## src/rtl/mul4_sched.sv

```systemverilog
// Shared shift-and-add multiplier for two requesters: arbitrate, run WIDTH add/shift steps, return a tagged product.
// Optional MUL4_SCHED_RR_EN selects round-robin arbitration; fixed priority (requester 0 wins ties) otherwise.
module mul4_sched #(
    parameter int WIDTH = 4,
    parameter int CNT_W = 8
) (
    input  logic               clk,
    input  logic               rst_n,
    input  logic [1:0]         req_i,
    input  logic [WIDTH-1:0]   a0_i,
    input  logic [WIDTH-1:0]   b0_i,
    input  logic [WIDTH-1:0]   a1_i,
    input  logic [WIDTH-1:0]   b1_i,
    output logic [1:0]         gnt_o,
    output logic               busy_o,
    output logic               done_o,
    output logic               owner_o,
    output logic [2*WIDTH-1:0] p_o,
    output logic [CNT_W-1:0]   ops_o
);

    localparam int STEP_W = (WIDTH > 1) ? $clog2(WIDTH) : 1;

    typedef enum logic [1:0] {
        IDLE = 2'd0,
        CALC = 2'd1,
        DONE = 2'd2
    } state_t;

    state_t               state_q, state_d;
    logic [WIDTH-1:0]     a_q, a_d;
    logic [WIDTH-1:0]     b_q, b_d;
    logic [2*WIDTH-1:0]   acc_q, acc_d;
    logic [STEP_W-1:0]    step_q, step_d;
    logic                 win_q, win_d;
    logic [1:0]           gnt_q, gnt_d;
    logic                 owner_q, owner_d;
    logic [2*WIDTH-1:0]   p_q, p_d;
    logic [CNT_W-1:0]     ops_q, ops_d;
    logic                 win;
    logic [2*WIDTH-1:0]   a_ext;

`ifdef MUL4_SCHED_RR_EN
    logic ptr_q, ptr_d;

    // On a tie the pointer names the winner; it always points away from the last one served.
    assign win = (req_i == 2'b11) ? ptr_q : req_i[1];

    always_ff @(posedge clk or negedge rst_n) begin
        if (!rst_n) ptr_q <= 1'b0;
        else        ptr_q <= ptr_d;
    end

    always_comb begin
        ptr_d = ptr_q;
        if (state_q == IDLE && req_i != 2'b00) ptr_d = ~win;
    end
`else
    assign win = req_i[1] & ~req_i[0];
`endif

    assign a_ext = {{WIDTH{1'b0}}, a_q};

    always_ff @(posedge clk or negedge rst_n) begin
        if (!rst_n) begin
            state_q <= IDLE;
            a_q     <= '0;
            b_q     <= '0;
            acc_q   <= '0;
            step_q  <= '0;
            win_q   <= 1'b0;
            gnt_q   <= 2'b00;
            owner_q <= 1'b0;
            p_q     <= '0;
            ops_q   <= '0;
        end else begin
            state_q <= state_d;
            a_q     <= a_d;
            b_q     <= b_d;
            acc_q   <= acc_d;
            step_q  <= step_d;
            win_q   <= win_d;
            gnt_q   <= gnt_d;
            owner_q <= owner_d;
            p_q     <= p_d;
            ops_q   <= ops_d;
        end
    end

    always_comb begin
        state_d = state_q;
        a_d     = a_q;
        b_d     = b_q;
        acc_d   = acc_q;
        step_d  = step_q;
        win_d   = win_q;
        gnt_d   = 2'b00;
        owner_d = owner_q;
        p_d     = p_q;
        ops_d   = ops_q;
        case (state_q)
            IDLE: begin
                if (req_i != 2'b00) begin
                    a_d     = win ? a1_i : a0_i;
                    b_d     = win ? b1_i : b0_i;
                    acc_d   = '0;
                    step_d  = '0;
                    win_d   = win;
                    gnt_d   = win ? 2'b10 : 2'b01;
                    state_d = CALC;
                end
            end
            CALC: begin
                acc_d  = acc_q + (b_q[step_q] ? (a_ext << step_q) : '0);
                step_d = step_q + STEP_W'(1);
                // Result registers load with the final sum so they are valid alongside done_o.
                if (step_q == STEP_W'(WIDTH - 1)) begin
                    p_d     = acc_d;
                    owner_d = win_q;
                    ops_d   = ops_q + CNT_W'(1);
                    state_d = DONE;
                end
            end
            DONE:    state_d = IDLE;
            default: state_d = IDLE;
        endcase
    end

    assign gnt_o   = gnt_q;
    assign busy_o  = (state_q != IDLE);
    assign done_o  = (state_q == DONE);
    assign owner_o = owner_q;
    assign p_o     = p_q;
    assign ops_o   = ops_q;

endmodule

```

## config.mk

```make
export PLATFORM = sky130hd
export DESIGN_NAME = mul4_sched
export DESIGN_NICKNAME = d
export VERILOG_FILES = /design/src/rtl/mul4_sched.sv
export SDC_FILE = /design/constraint.sdc
export NUM_CORES = 1
export LEC_CHECK = 0
export ABC_AREA = 0
export ABC_CLOCK_PERIOD_IN_PS = 3580
export BUFFER_PORTS_ARGS = -buffer_cell sky130_fd_sc_hd__buf_2
export CORE_UTILIZATION = 40
export CTS_BUF_LIST = sky130_fd_sc_hd__clkbuf_4 sky130_fd_sc_hd__clkbuf_8 sky130_fd_sc_hd__clkbuf_16
export CTS_CLUSTER_DIAMETER = 100
export DETAILED_ROUTE_END_ITERATION = 8
export PLACE_DENSITY = 0.63
export SYNTH_ARGS = -nofsm -noshare
export SYNTH_HDL_FRONTEND = slang
export SYNTH_SLANG_ARGS = --single-unit
```

## constraint.sdc

```tcl
create_clock -name clk -period 3.58 [get_ports clk]
set_input_delay 0.537 -clock clk [delete_from_list [all_inputs] [get_ports clk]]
set_output_delay 0.537 -clock clk [all_outputs]
set_load 0.02 [all_outputs]
```

* Word level (Yosys, flattened, before mapping)
Index checks and enable logic that the tools add are counted.
Word-level totals: register bits 40, bits of input ports 20, logic and storage cells 45
Operators by class: add/sub/neg operators 3, $lt $le $gt $ge 1, equality and inequality tests 5, shift operators 1, muxes and demuxes 15, bitwise gates (word level) 2, reductions and logical operators 8
Operators with widths (number):
- 2-to-1 mux 8 bit | 2
- case mux 8 bit (2 select lines) | 1
- 2-to-1 mux 2 bit | 6
- adder 8 x 1 -> 8 bit (second input constant) | 1
- adder 8 bit | 1
- 2-to-1 mux 4 bit | 2
- case mux 2 bit (2 select lines) | 2
- AND reduction 2 bit | 4
- left shift 4 x 2 -> 8 bit | 1
- nonzero test 2 bit | 3
- equality test 2 bit (second input constant) | 2
- != test 2 bit (second input constant) | 2
- less-than comparator 2 x 3 -> 1 bit (second input constant) | 1
- adder 2 x 1 -> 2 bit (second input constant) | 1
- binary-select mux 1 bit (select 2 bit) | 1
- equality test 2 x 1 -> 1 bit (second input constant) | 1
- logical NOT 2 bit | 1
- bitwise AND 1 bit | 1
- 2-to-1 mux 1 bit | 1
- inverter 1 bit | 1

* Logic depth before layout (Yosys ltp)
depth after elaboration 5, gate-level depth with buffers 10, mapped depth without buffers 9

* Worst setup path before layout
No wires, ideal clock.
kind reg2reg, start point register step_q[0], end point register acc_q[6], setup time 0.095 ns, arrival time 2.333 ns, setup slack 1.151 ns, cell stages (with the launch flop) 9, buffers on the path 0, clock period less this slack 2.429 ns, cells stage by stage dfrtp_1 -> mux4_2 -> and2_1 -> ha_1 -> nor2b_4 -> o31a_1 -> o21a_1 -> o21a_1 -> o31ai_1
Between the ends: cells in the longest elaborated chain, start to end 5, elaborated cells between the ends (all ways) 6, classes of those cells 1 x add/sub; 1 x shift; 4 x mux
Ends and longest elaborated chain:
- start, declared | line 34 | logic [STEP_W-1:0] step_q, step_d;
- start signal, assigned | line 81 | step_q <= step_d;
- binary-select mux 1 bit (select 2 bit) | line 114 | acc_d = acc_q + (b_q[step_q] ? (a_ext << step_q) : '0);
- 2-to-1 mux 1 bit (implied by the code) | line 114
- 2-to-1 mux 8 bit * | line 114
- adder 8 bit * | line 114
- case mux 8 bit (2 select lines) * | line 101 | case (state_q)
- end signal, assigned | line 69 | acc_q <= '0;
- end signal, assigned | line 80 | acc_q <= acc_d;
- end, declared | line 33 | logic [2*WIDTH-1:0] acc_q, acc_d;
Every way passes the cells marked *; elsewhere a longest branch is shown, timed or not. The select of a mux whose other input is x is not followed. A chain may end at the register's enable or synchronous reset.

* Final worst setup path
Ends and elaborated chain as after synthesis.

==> flow_summary.toml <==
[outcome]
status = "finished, final reports clean"

[clock_tree]
htreeDepth = 2
cts-root-buf = "clkbuf_8"
cts_tree = "yes"
insertion_delay_ps = 290
hold_buffers = 0
post-cts-setup-buffers = 0
path_clk_slew_ps = 80
numCtsBuffers = 5
cts.sinks = 40
cts_resized = 0
clock_path_buffers = 2

[routing]
routed_via_density = 5.02
drt_wl_total_mm = 3.90
first_iter_violations = 41
drt-wirelength-per-cell_um = 12.4
antenna_left = 0
dr.pass1.iters = 4
dr_total_vias = 1587
drc = 0

[floorplan]
rows = 25
fp.dieH_um = 73.6
initial_core_util_pct = 42.5
die-width_um = 73.6
core_um2 = 4820
ios = 41
die-area_um2 = 5410

[power_and_ir_drop]
power_density_nw_per_um2 = 838
p_leak_nw = 1.20
ir_worst_vdd_mv = 0.271

[synthesis]
yosysMostFrequentCell = "dfrtp_1"
yosysTopAreaCell = "dfrtp_1"
ys_types = 37
synth_commonest_cells = "40 x dfrtp_1, 39 x nand2_1, 24 x o21ai_0, 14 x nand3_1"
ys_ff_latch = 40
synth_flop_cell = "dfrtp_1"
synthTopCellsByArea = "dfrtp_1 49%, nand2_1 7.1%, o21ai_0 5.9%, ha_1 5.5%, mux2i_1 4.4%"
yosys.area.top_type_share_pct = 48.9
netlist_instances = 208
synth-seq-area-share_pct = 48.9
synth_area_per_cell_um2 = 9.85
syn-cell-area_um2 = 2050
synth_edf_count = 0
syn_nets = 238
ys_warn_count = 0
synthArstFlopShare_pct = 100

[worst_setup_path]
required_ps = 3770
critPathMaxFanout = 14
worstSetupStartpoint = "step_q[0]$_DFFE_PN0P_"
worstReg2RegStart = "step_q[0]$_DFFE_PN0P_"
worstSetupEndpointType = "flip-flop"
setup.worst_path.class = "flip-flop to flip-flop"
cp_data_arrival_time_ps = 2940
cp-start-kind = "flip-flop"

[timing]
grt_setup_unrepaired = "false"
relSlewSlack_pct = 39.9
fin_skew_ps = 6.62
fin_crit_ps = 2740
hold_violations = 0
finalCritPeriodShare_pct = 76.6
finalSetupTns_ps = 0
finalMaxSlewViolations = 0
worst-slew-pin-transition_ps = 900
final-setup-viol-count = 0
max_freq_ghz = 0.365

[layout]
area_growth_pct = 18.1
final_nets = 278
antennaDiodeCount = 0
design_area_um2 = 2420
final_layout_size_suffix_gt1_share_pct = 21.3

[global_routing]
grt_pass1_vias = 1508
grt_antenna_before_repair = 0
grt-ovfl-total = 0
grt_max_degree = 41
grt_use_total_pct = 16.4
grt_pass1_wl_mm = 6.77

[placed_design]
port_buffers = 40
gp_congestion = 0.779
placed_area_um2 = 2310
dpl.hpwl_mm = 2.87

[worst_hold_path]
holdCritPathClass = "input port to asynchronous set/reset pin"

[job]
cap_violations = 0
## layout by cell type (no fill, tap or decap), types with 5 or more instances in the layout
master and count:
a21oi_1 6, and2_1 5, buf_2 40, clkbuf_8 5, dfrtp_1 40, ha_1 9, inv_1 5, mux2i_1 9
nand2_1 39, nand3_1 14, nor2_1 5, o21ai_0 24, xnor2_1 6, xor2_1 5
## stage by stage
step           worst slack, ps  hold WS (ps)  power (mW)  util, %  cells
2_1_floorplan             1150           241        1.43        -    208
3_3_place_gp               900           456        1.66     47.9    308
3_5_place_dp               852           461        1.68     47.9    308
4_1_cts                    837           392        2.05     50.2    316
6_report                   839           349        2.03     50.2    316
5_1_grt                    683           442        2.20     50.2    316
## critical path, stage by stage (launching register included)
cell and delay (ps):
dfrtp_1 590, mux4_2 570, and2_1 160, ha_1 330, nor2b_4 150, o31a_1 260, o21a_1 190, o21a_1 180
o31ai_1 230
## cells by family after synthesis
family                     count (synthesis)  synth area share (%)
DFF                                       40                  48.9
buffers and inverters                     14                  2.63
and+or+nand+nor                           77                  18.1
muxes                                     11                  6.60
xor gates and xnor gates                  11                  4.70
adders and majority gates                 10                  6.48
AOI/OAI and AO/OA                         45                  12.6
## report_power, final
group          total, mW  switching (mW)  internal, mW  leakage, nW
logic              0.876           0.520         0.355        0.630
clock network      0.370           0.156         0.214       0.0586
registers          0.783           0.160         0.623        0.515
total               2.03           0.836          1.19         1.20
## flip-flops by register name (all words and copies together) (netlist names)
register	count
state_q	2
b_q	4
win_q	1
ops_o	8
acc_q	8
a_q	4
gnt_o	2
step_q	2
owner_o	1
p_o	8
## worst paths after layout
kind / depth (start not counted) / end / slack [ps]
max: 8 / acc_q[6]$_DFFE_PN0P_ / 840
min: 1 / ops_o[7]$_DFFE_PN0P_ / 350
max reg2reg: 8 / acc_q[6]$_DFFE_PN0P_ / 840
min reg2reg: 1 / ops_o[7]$_DFFE_PN0P_ / 460
max in group asynchronous: 1 / step_q[0]$_DFFE_PN0P_ / 2690
min in group clk: 1 / ops_o[7]$_DFFE_PN0P_ / 460
## cell type report
| class | count | area (um2) |
|---|---|---|
| Tap cell | 67 | 83.8 |
| Multi-Input combinational cell | 154 | 993 |
| Clock inverter | 2 | 35.0 |
| Fill cell | 493 | 2400 |
| Inverter | 6 | 22.5 |
| Timing Repair Buffer | 41 | 208 |
| Sequential cell | 40 | 1000 |
| Clock buffer | 6 | 76.3 |
## metal layers
| layer | global-route usage [%] | vias to the layer above | part of all wire, % |
|---|---|---|---|
| li1 | - | 796 | - |
| met1 | 20.7 | 750 | 47 |
| met2 | 27.4 | 36 | 47 |
| met3 | 3.84 | 5 | 4.2 |
| met4 | 5.77 | 0 | 1.5 |
| met5 | 0 | - | 0 |
Power figures use the tool's default switching activity.
